**config.mk**
```make
export PLATFORM = sky130hd
export DESIGN_NAME = asap1_cpu
export DESIGN_NICKNAME = d
export VERILOG_FILES = /design/src/rtl/asap1_pkg.sv /design/src/rtl/asap1_alu.sv /design/src/rtl/asap1_cpu.sv
export SDC_FILE = /design/constraint.sdc
export NUM_CORES = 2
export LEC_CHECK = 0
export CAP_MARGIN = 25
export CORE_UTILIZATION = 44
export DETAILED_ROUTE_END_ITERATION = 12
export GPL_ROUTABILITY_DRIVEN = 0
export PLACE_DENSITY_LB_ADDON = 0.3
export SLEW_MARGIN = 20
export SYNTH_ARGS = -nofsm -noshare
export SYNTH_HDL_FRONTEND = slang
export SYNTH_HIERARCHICAL = 1
export SYNTH_SLANG_ARGS = --single-unit
```
**constraint.sdc**
```tcl
create_clock -name clk -period 21.2 [get_ports clk]
set_input_delay 2.12 -clock clk [delete_from_list [all_inputs] [get_ports clk]]
set_output_delay 2.12 -clock clk [all_outputs]
set_load 0.02 [all_outputs]
```
**src/rtl/asap1_pkg.sv**
```systemverilog
// Shared constants for the asap1 SAP-1 style core:
// control-word bit positions, opcodes and step indices.
package asap1_pkg;

    localparam int CONTROL_SIGNALS = 15;

    localparam int AI  = 0;
    localparam int AO  = 1;
    localparam int BI  = 2;
    localparam int BO  = 3;
    localparam int MAI = 4;
    localparam int OUI = 5;
    localparam int II  = 6;
    localparam int ALO = 7;
    localparam int ALS = 8;
    localparam int PCI = 9;
    localparam int PCO = 10;
    localparam int PCS = 11;
    localparam int MI  = 12;
    localparam int MO  = 13;
    localparam int HLT = 14;

    typedef logic [CONTROL_SIGNALS-1:0] ctrl_t;

    localparam logic [7:0] OP_NOP = 8'h00;
    localparam logic [7:0] OP_LDA = 8'h01;
    localparam logic [7:0] OP_ADD = 8'h02;
    localparam logic [7:0] OP_SUB = 8'h03;
    localparam logic [7:0] OP_STA = 8'h04;
    localparam logic [7:0] OP_LDI = 8'h05;
    localparam logic [7:0] OP_JMP = 8'h06;
    localparam logic [7:0] OP_JC  = 8'h07;
    localparam logic [7:0] OP_JZ  = 8'h08;
    localparam logic [7:0] OP_OUT = 8'h0E;
    localparam logic [7:0] OP_HLT = 8'h0F;

    localparam logic [2:0] T0 = 3'd0;
    localparam logic [2:0] T1 = 3'd1;
    localparam logic [2:0] T2 = 3'd2;
    localparam logic [2:0] T3 = 3'd3;
    localparam logic [2:0] T4 = 3'd4;
    localparam logic [2:0] T5 = 3'd5;

    // Opcodes that need steps beyond the two fetch cycles.
    function automatic logic multi_step(input logic [7:0] op);
        return (op >= OP_LDA && op <= OP_JZ) || op == OP_OUT || op == OP_HLT;
    endfunction

endpackage

```
**src/rtl/asap1_alu.sv**
```systemverilog
// Add/subtract unit with carry and zero flags; the flags
// update only on cycles where the result is driven to the bus.
module asap1_alu (
    input  logic       clk,
    input  logic       rst,
    input  logic [7:0] a,
    input  logic [7:0] b,
    input  logic       sub,
    input  logic       load,
    output logic [7:0] y,
    output logic       cf,
    output logic       zf
);

    logic [8:0] sum;

    assign sum = {1'b0, a} + {1'b0, sub ? ~b : b} + {8'd0, sub};
    assign y   = sum[7:0];

    always_ff @(posedge clk or posedge rst) begin
        if (rst) begin
            cf <= 1'b0;
            zf <= 1'b0;
        end else if (load) begin
            cf <= sum[8];
            zf <= (sum[7:0] == 8'h00);
        end
    end

endmodule

```
**src/rtl/asap1_cpu.sv**
```systemverilog
// SAP-1 style 8-bit CPU: microcoded control, single bus,
// registers and program RAM loaded while in reset.
module asap1_cpu
    import asap1_pkg::*;
#(
    parameter int MEM_DEPTH = 256
) (
    input  logic       clk,
    input  logic       rst,
    input  logic       prog_we,
    input  logic [7:0] prog_addr,
    input  logic [7:0] prog_data,
    output logic [7:0] out,
    output logic       halted,
    output logic [7:0] pc
);

    logic [7:0] a, b, mar, ir;
    logic [7:0] bus, alu_y, mem_rd;
    logic [2:0] step;
    logic       cf, zf, last, jmp_ok;
    ctrl_t      cw, ctrl;
    logic [7:0] ram [MEM_DEPTH];

    assign mem_rd = (int'(mar) < MEM_DEPTH) ? ram[mar] : 8'h00;
    assign jmp_ok = (ir == OP_JC && cf) || (ir == OP_JZ && zf);

    // At T1 the new opcode is only on the bus, so the end-of-fetch
    // decision for one-step opcodes looks at the RAM read directly.
    always_comb begin
        cw   = '0;
        last = 1'b0;
        case (step)
            T0: begin
                cw[PCO] = 1'b1;
                cw[MAI] = 1'b1;
            end
            T1: begin
                cw[MO]  = 1'b1;
                cw[II]  = 1'b1;
                cw[PCS] = 1'b1;
                last    = !multi_step(mem_rd);
            end
            T2: case (ir)
                OP_OUT: begin
                    cw[AO]  = 1'b1;
                    cw[OUI] = 1'b1;
                    last    = 1'b1;
                end
                OP_HLT: cw[HLT] = 1'b1;
                OP_JC, OP_JZ: begin
                    if (jmp_ok) begin
                        cw[PCO] = 1'b1;
                        cw[MAI] = 1'b1;
                    end else begin
                        cw[PCS] = 1'b1;
                        last    = 1'b1;
                    end
                end
                OP_LDA, OP_ADD, OP_SUB, OP_STA, OP_LDI, OP_JMP: begin
                    cw[PCO] = 1'b1;
                    cw[MAI] = 1'b1;
                end
                default: last = 1'b1;
            endcase
            T3: case (ir)
                OP_LDI: begin
                    cw[MO]  = 1'b1;
                    cw[AI]  = 1'b1;
                    cw[PCS] = 1'b1;
                    last    = 1'b1;
                end
                OP_JMP, OP_JC, OP_JZ: begin
                    cw[MO]  = 1'b1;
                    cw[PCI] = 1'b1;
                    last    = 1'b1;
                end
                OP_LDA, OP_ADD, OP_SUB, OP_STA: begin
                    cw[MO]  = 1'b1;
                    cw[MAI] = 1'b1;
                    cw[PCS] = 1'b1;
                end
                default: last = 1'b1;
            endcase
            T4: case (ir)
                OP_LDA: begin
                    cw[MO] = 1'b1;
                    cw[AI] = 1'b1;
                    last   = 1'b1;
                end
                OP_ADD, OP_SUB: begin
                    cw[MO] = 1'b1;
                    cw[BI] = 1'b1;
                end
                OP_STA: begin
                    cw[AO] = 1'b1;
                    cw[MI] = 1'b1;
                    last   = 1'b1;
                end
                default: last = 1'b1;
            endcase
            T5: begin
                last = 1'b1;
                if (ir == OP_ADD || ir == OP_SUB) begin
                    cw[ALO] = 1'b1;
                    cw[ALS] = (ir == OP_SUB);
                    cw[AI]  = 1'b1;
                end
            end
            default: last = 1'b1;
        endcase
    end

    assign ctrl = halted ? '0 : cw;

    always_comb begin
        bus = 8'h00;
        unique case (1'b1)
            ctrl[AO]:  bus = a;
            ctrl[BO]:  bus = b;
            ctrl[ALO]: bus = alu_y;
            ctrl[PCO]: bus = pc;
            ctrl[MO]:  bus = mem_rd;
            default:   bus = 8'h00;
        endcase
    end

    asap1_alu u_alu (
        .clk  (clk),
        .rst  (rst),
        .a    (a),
        .b    (b),
        .sub  (ctrl[ALS]),
        .load (ctrl[ALO]),
        .y    (alu_y),
        .cf   (cf),
        .zf   (zf)
    );

    always_ff @(posedge clk or posedge rst) begin
        if (rst) begin
            a      <= 8'h00;
            b      <= 8'h00;
            mar    <= 8'h00;
            ir     <= 8'h00;
            out    <= 8'h00;
            pc     <= 8'h00;
            step   <= T0;
            halted <= 1'b0;
        end else begin
            if (ctrl[AI])  a   <= bus;
            if (ctrl[BI])  b   <= bus;
            if (ctrl[MAI]) mar <= bus;
            if (ctrl[II])  ir  <= bus;
            if (ctrl[OUI]) out <= bus;
            if (ctrl[PCI]) pc <= bus;
            else if (ctrl[PCS]) pc <= pc + 8'd1;
            if (ctrl[HLT]) halted <= 1'b1;
            if (!(halted || ctrl[HLT])) step <= last ? T0 : step + 3'd1;
        end
    end

    // RAM contents survive reset; reset only switches the write source.
    always_ff @(posedge clk) begin
        if (rst) begin
            if (prog_we && int'(prog_addr) < MEM_DEPTH) ram[prog_addr] <= prog_data;
        end else if (ctrl[MI] && int'(mar) < MEM_DEPTH) begin
            ram[mar] <= bus;
        end
    end

endmodule

```
==> summary.txt <==
Run status
  • Outcome: finished clean

Timing
  • Fin Setup TNS: 0 ns
  • Fin Clk Skew: 0.0613 ns
  • Final period util: 0.438
  • Count of pins over their slew limit: 0
  • Unrepaired setup endpoints after global routing: no
  • Post-layout min period: 9.29 ns
  • Final WS setup: 11.91 ns
  • Rel. slew slack: 0.250
  • Worst-Margin Slew: 1.12 ns
  • Setup Viol. Count Final: 0
  • Hold Vio Cnt, Final: 0
  • Achievable Freq: 0.108 GHz

Worst setup path
  • Critical Path AT: 9.80 ns
  • WP data required: 21.71 ns
  • Critical Path Source Type: register
  • RR Startpoint: mar[1]$_DFFE_PP0P_
  • Reg-to-Reg End: ram[178][7]$_DFFE_PP_
  • Crit path to: ram[178][7]$_DFFE_PP_
  • Critical path peak fanout: 89
  • Reg2reg setup slack: 11.91 ns
  • Worst Setup Path Type: register to register
  • CP endpoint kind: register
  • Critical Path Start: mar[1]$_DFFE_PP0P_
  • R2R depth: 15

Synth
  • Synth Instances: 4164
  • Synth top area share: 0.740
  • Top post-synthesis cells by area: edfxtp_1 (74%), mux4_2 (12%), mux2i_1 (2.0%), dfrtp_1 (1.6%), nor2_1 (1.4%)
  • Post-synth top area cell: edfxtp_1
  • Syn_area_per_cell: 19.9 sq um
  • Mapped cell area: 0.0831 sq mm
  • Part of the Yosys area used for sequential elements: 0.757
  • Post-synth EDFFs: 2048
  • Post-synthesis register bit count: 2102
  • Synth Flop Type: edfxtp_1
  • Syn nets: 4197
  • Warnings from Yosys: 6
  • Asr flop ratio synth: 0.0257
  • Cell variety after synth: 88

Floorplan
  • DIE WIDTH: 436 um
  • Die area: 0.190 sq mm
  • Die Span Y: 436 um
  • Top Ports: 36
  • Starting density of the core: 0.443
  • Core area: 0.188 sq mm
  • Cell row count: 159

Clock network
  • Clk Latency, worst-skew pair: 0.86 ns
  • Clk sinks: 2102
  • CTS max path bufs: 3
  • CTS Buf Count: 206
  • H-tree Lvls: 4
  • CTS tree: built
  • Clock Tree Root: clkbuf_16
  • Post-CTS setup buffer count: 0
  • Post-CTS Resized: 0
  • Clock slew at reported path FFs: 0.06 ns
  • CTS Hold Bufs: 0

Power and ir drop
  • Clk pwr share: 0.304
  • Power per cell area: 123 mW/mm^2
  • Sw Pwr: 3630 uW
  • Max IR drop VDD: 141 uV
  • Pwr Total: 11400 uW
  • Part of the power in combinational logic: 0.284
  • Leak: 0.0289 uW
  • Switching Share: 0.319
  • Internal Power: 7760 uW
  • Flop pwr share: 0.412

Global routing
  • GRT Total Usage: 0.232
  • Initial antenna violation count: 2
  • GR Overflow Total: 0
  • Largest net degree at the start of global routing: 233
  • First-pass GRT wire length: 316 mm
  • Vias in the first global route: 42600

Placement
  • Pre-CTS setup slack: 12.04 ns
  • Port bufs: 35
  • Post-DP HPWL: 136 mm

Route
  • Via/cell ratio: 6.14
  • Number of remaining DRC errors: 0
  • Post-DRT Antenna Nets: 0
  • Overall routed net length: 221 mm
  • Vias: 42700
  • Pre-antenna DRT Iters: 6
  • DR WL/cell: 31.9 um
  • DRT iter0 DRCs: 5131

Job
  • Maxcap violations: 0

Final layout
  • Layout cells sized above 1: 0.207
  • Layout net count: 4309
  • Area grow syn2layout: 11.7%

Hold path
  • Hold Path Class: register to register
## how the worst min path moves through the flow
stage,start,end,slack (ns),depth (start not counted)
after floorplan,b[2]$_DFFE_PP0P_,b[2]$_DFFE_PP0P_,0.47,2
after global placement,out[4]$_DFFE_PP0P_,out[4]$_DFFE_PP0P_,0.47,2
after detailed placement,out[1]$_DFFE_PP0P_,out[1]$_DFFE_PP0P_,0.47,2
after CTS,out[1]$_DFFE_PP0P_,out[1]$_DFFE_PP0P_,0.48,2
after global routing,ir[5]$_DFFE_PP0P_,ir[5]$_DFFE_PP0P_,0.53,1
final,out[1]$_DFFE_PP0P_,out[1]$_DFFE_PP0P_,0.47,2
## power groups by stage
| stage | registers (uW) | logic (uW) | clock network, uW |
|---|---|---|---|
| after detailed placement | 4780 | 3220 | 0 |
| final | 4700 | 3240 | 3460 |
| after floorplan | 4750 | 2160 | 0 |
| after global placement | 4780 | 3200 | 0 |
| after global routing | 4700 | 3370 | 3650 |
| after CTS | 4700 | 3230 | 3500 |
## worst max-delay path, cell delays in order, from the launching register on
cell	delay, ns
dfrtp_4	0.88
buf_4	0.67
buf_4	0.70
buf_4	0.79
buf_4	0.72
mux4_2	0.35
a22o_1	0.17
a21oi_1	0.05
o2111ai_1	0.48
nand4_1	0.25
nor3_1	0.77
a221o_1	0.42
nand2_1	0.14
nand2_4	0.67
buf_4	0.79
buf_4	0.80
## cell type report
| cell class | count | area [sq um] |
|---|---|---|
| fill | 15100 | 94800 |
| inverter | 23 | 86.3 |
| antenna | 5 | 12.5 |
| clock inverter | 105 | 880 |
| tap | 2495 | 3120 |
| clock buffer | 276 | 5470 |
| multi-input combinational | 1788 | 19000 |
| timing repair buffer | 155 | 1400 |
| sequential | 2102 | 62900 |
## synth_stat cells (all sizes together) (13+ instances only)
cell type	n
o22ai	15
o221ai	16
a221oi	25
mux2i	169
a22o	33
inv	23
buf	132
nor2b	25
o21ai	71
mux2	28
edfxtp	2048
nor2	319
dfrtp	54
a21oi	95
ha	13
a22oi	117
mux4	459
nor3	24
clkbuf	119
nand3	37
nand2	133
## cell families after synthesis
kind of cell               synth area share
DFF                                   0.757
and+or+nand+nor                      0.0336
xor gates and xnor gates            0.00127
adders and majority gates           0.00220
muxes                                 0.149
buffers and inverters                0.0169
AOI/OAI and AO/OA                    0.0405
## state kept, by name, indices dropped and copies added (netlist names)
| register | count |
|---|---|
| a | 8 |
| b | 8 |
| halted | 1 |
| ir | 8 |
| mar | 8 |
| out | 8 |
| pc | 8 |
| ram | 2048 |
| step | 3 |
| u_alu/cf | 1 |
| u_alu/zf | 1 |
## per-stage QoR
| step | hold WS [ns] | std cells | area, sq um | utilization |
|---|---|---|---|---|
| floorplan | 0.469 | 4164 | 83100 | - |
| global route | 0.526 | 6944 | 92800 | 0.495 |
| finish | 0.473 | 6949 | 92800 | 0.495 |
| detailed placement | 0.469 | 6554 | 86300 | 0.460 |
| global placement | 0.470 | 6542 | 86200 | 0.459 |
| CTS | 0.484 | 6935 | 92700 | 0.494 |
## per-layer routing
metal	wire length (um)	share of wire	GRT usage	vias to the layer above
met1	87200	0.39	0.319	22600
met5	6	0.000027	0	-
met4	9350	0.042	0.0992	2
met3	19700	0.089	0.0461	407
met2	105000	0.48	0.361	2183
li1	-	-	-	17500
## layout by cell type, fill, tap and decap left out, types with 9 or more instances in the layout
| cell type | instances |
|---|---|
| nor3_1 | 23 |
| dfrtp_1 | 49 |
| nand4_1 | 11 |
| nor2_1 | 315 |
| a21oi_1 | 94 |
| clkinv_2 | 29 |
| o221ai_1 | 16 |
| nand2_1 | 131 |
| buf_4 | 105 |
| o22ai_1 | 14 |
| ha_1 | 13 |
| o21ai_0 | 61 |
| mux2i_1 | 168 |
| clkinv_1 | 52 |
| nor2b_1 | 21 |
| clkbuf_1 | 66 |
| a31oi_1 | 12 |
| a211oi_1 | 10 |
| xor2_1 | 9 |
| a221oi_1 | 22 |
| nand2b_1 | 11 |
| mux4_2 | 459 |
| clkbuf_16 | 207 |
| nand3_1 | 37 |
| clkdlybuf4s50_1 | 35 |
| a22oi_1 | 117 |
| nor4_1 | 9 |
| mux2_2 | 26 |
| edfxtp_1 | 2048 |
| inv_1 | 20 |
| a22o_1 | 33 |
No activity file was read; power rests on OpenSTA's default activity.
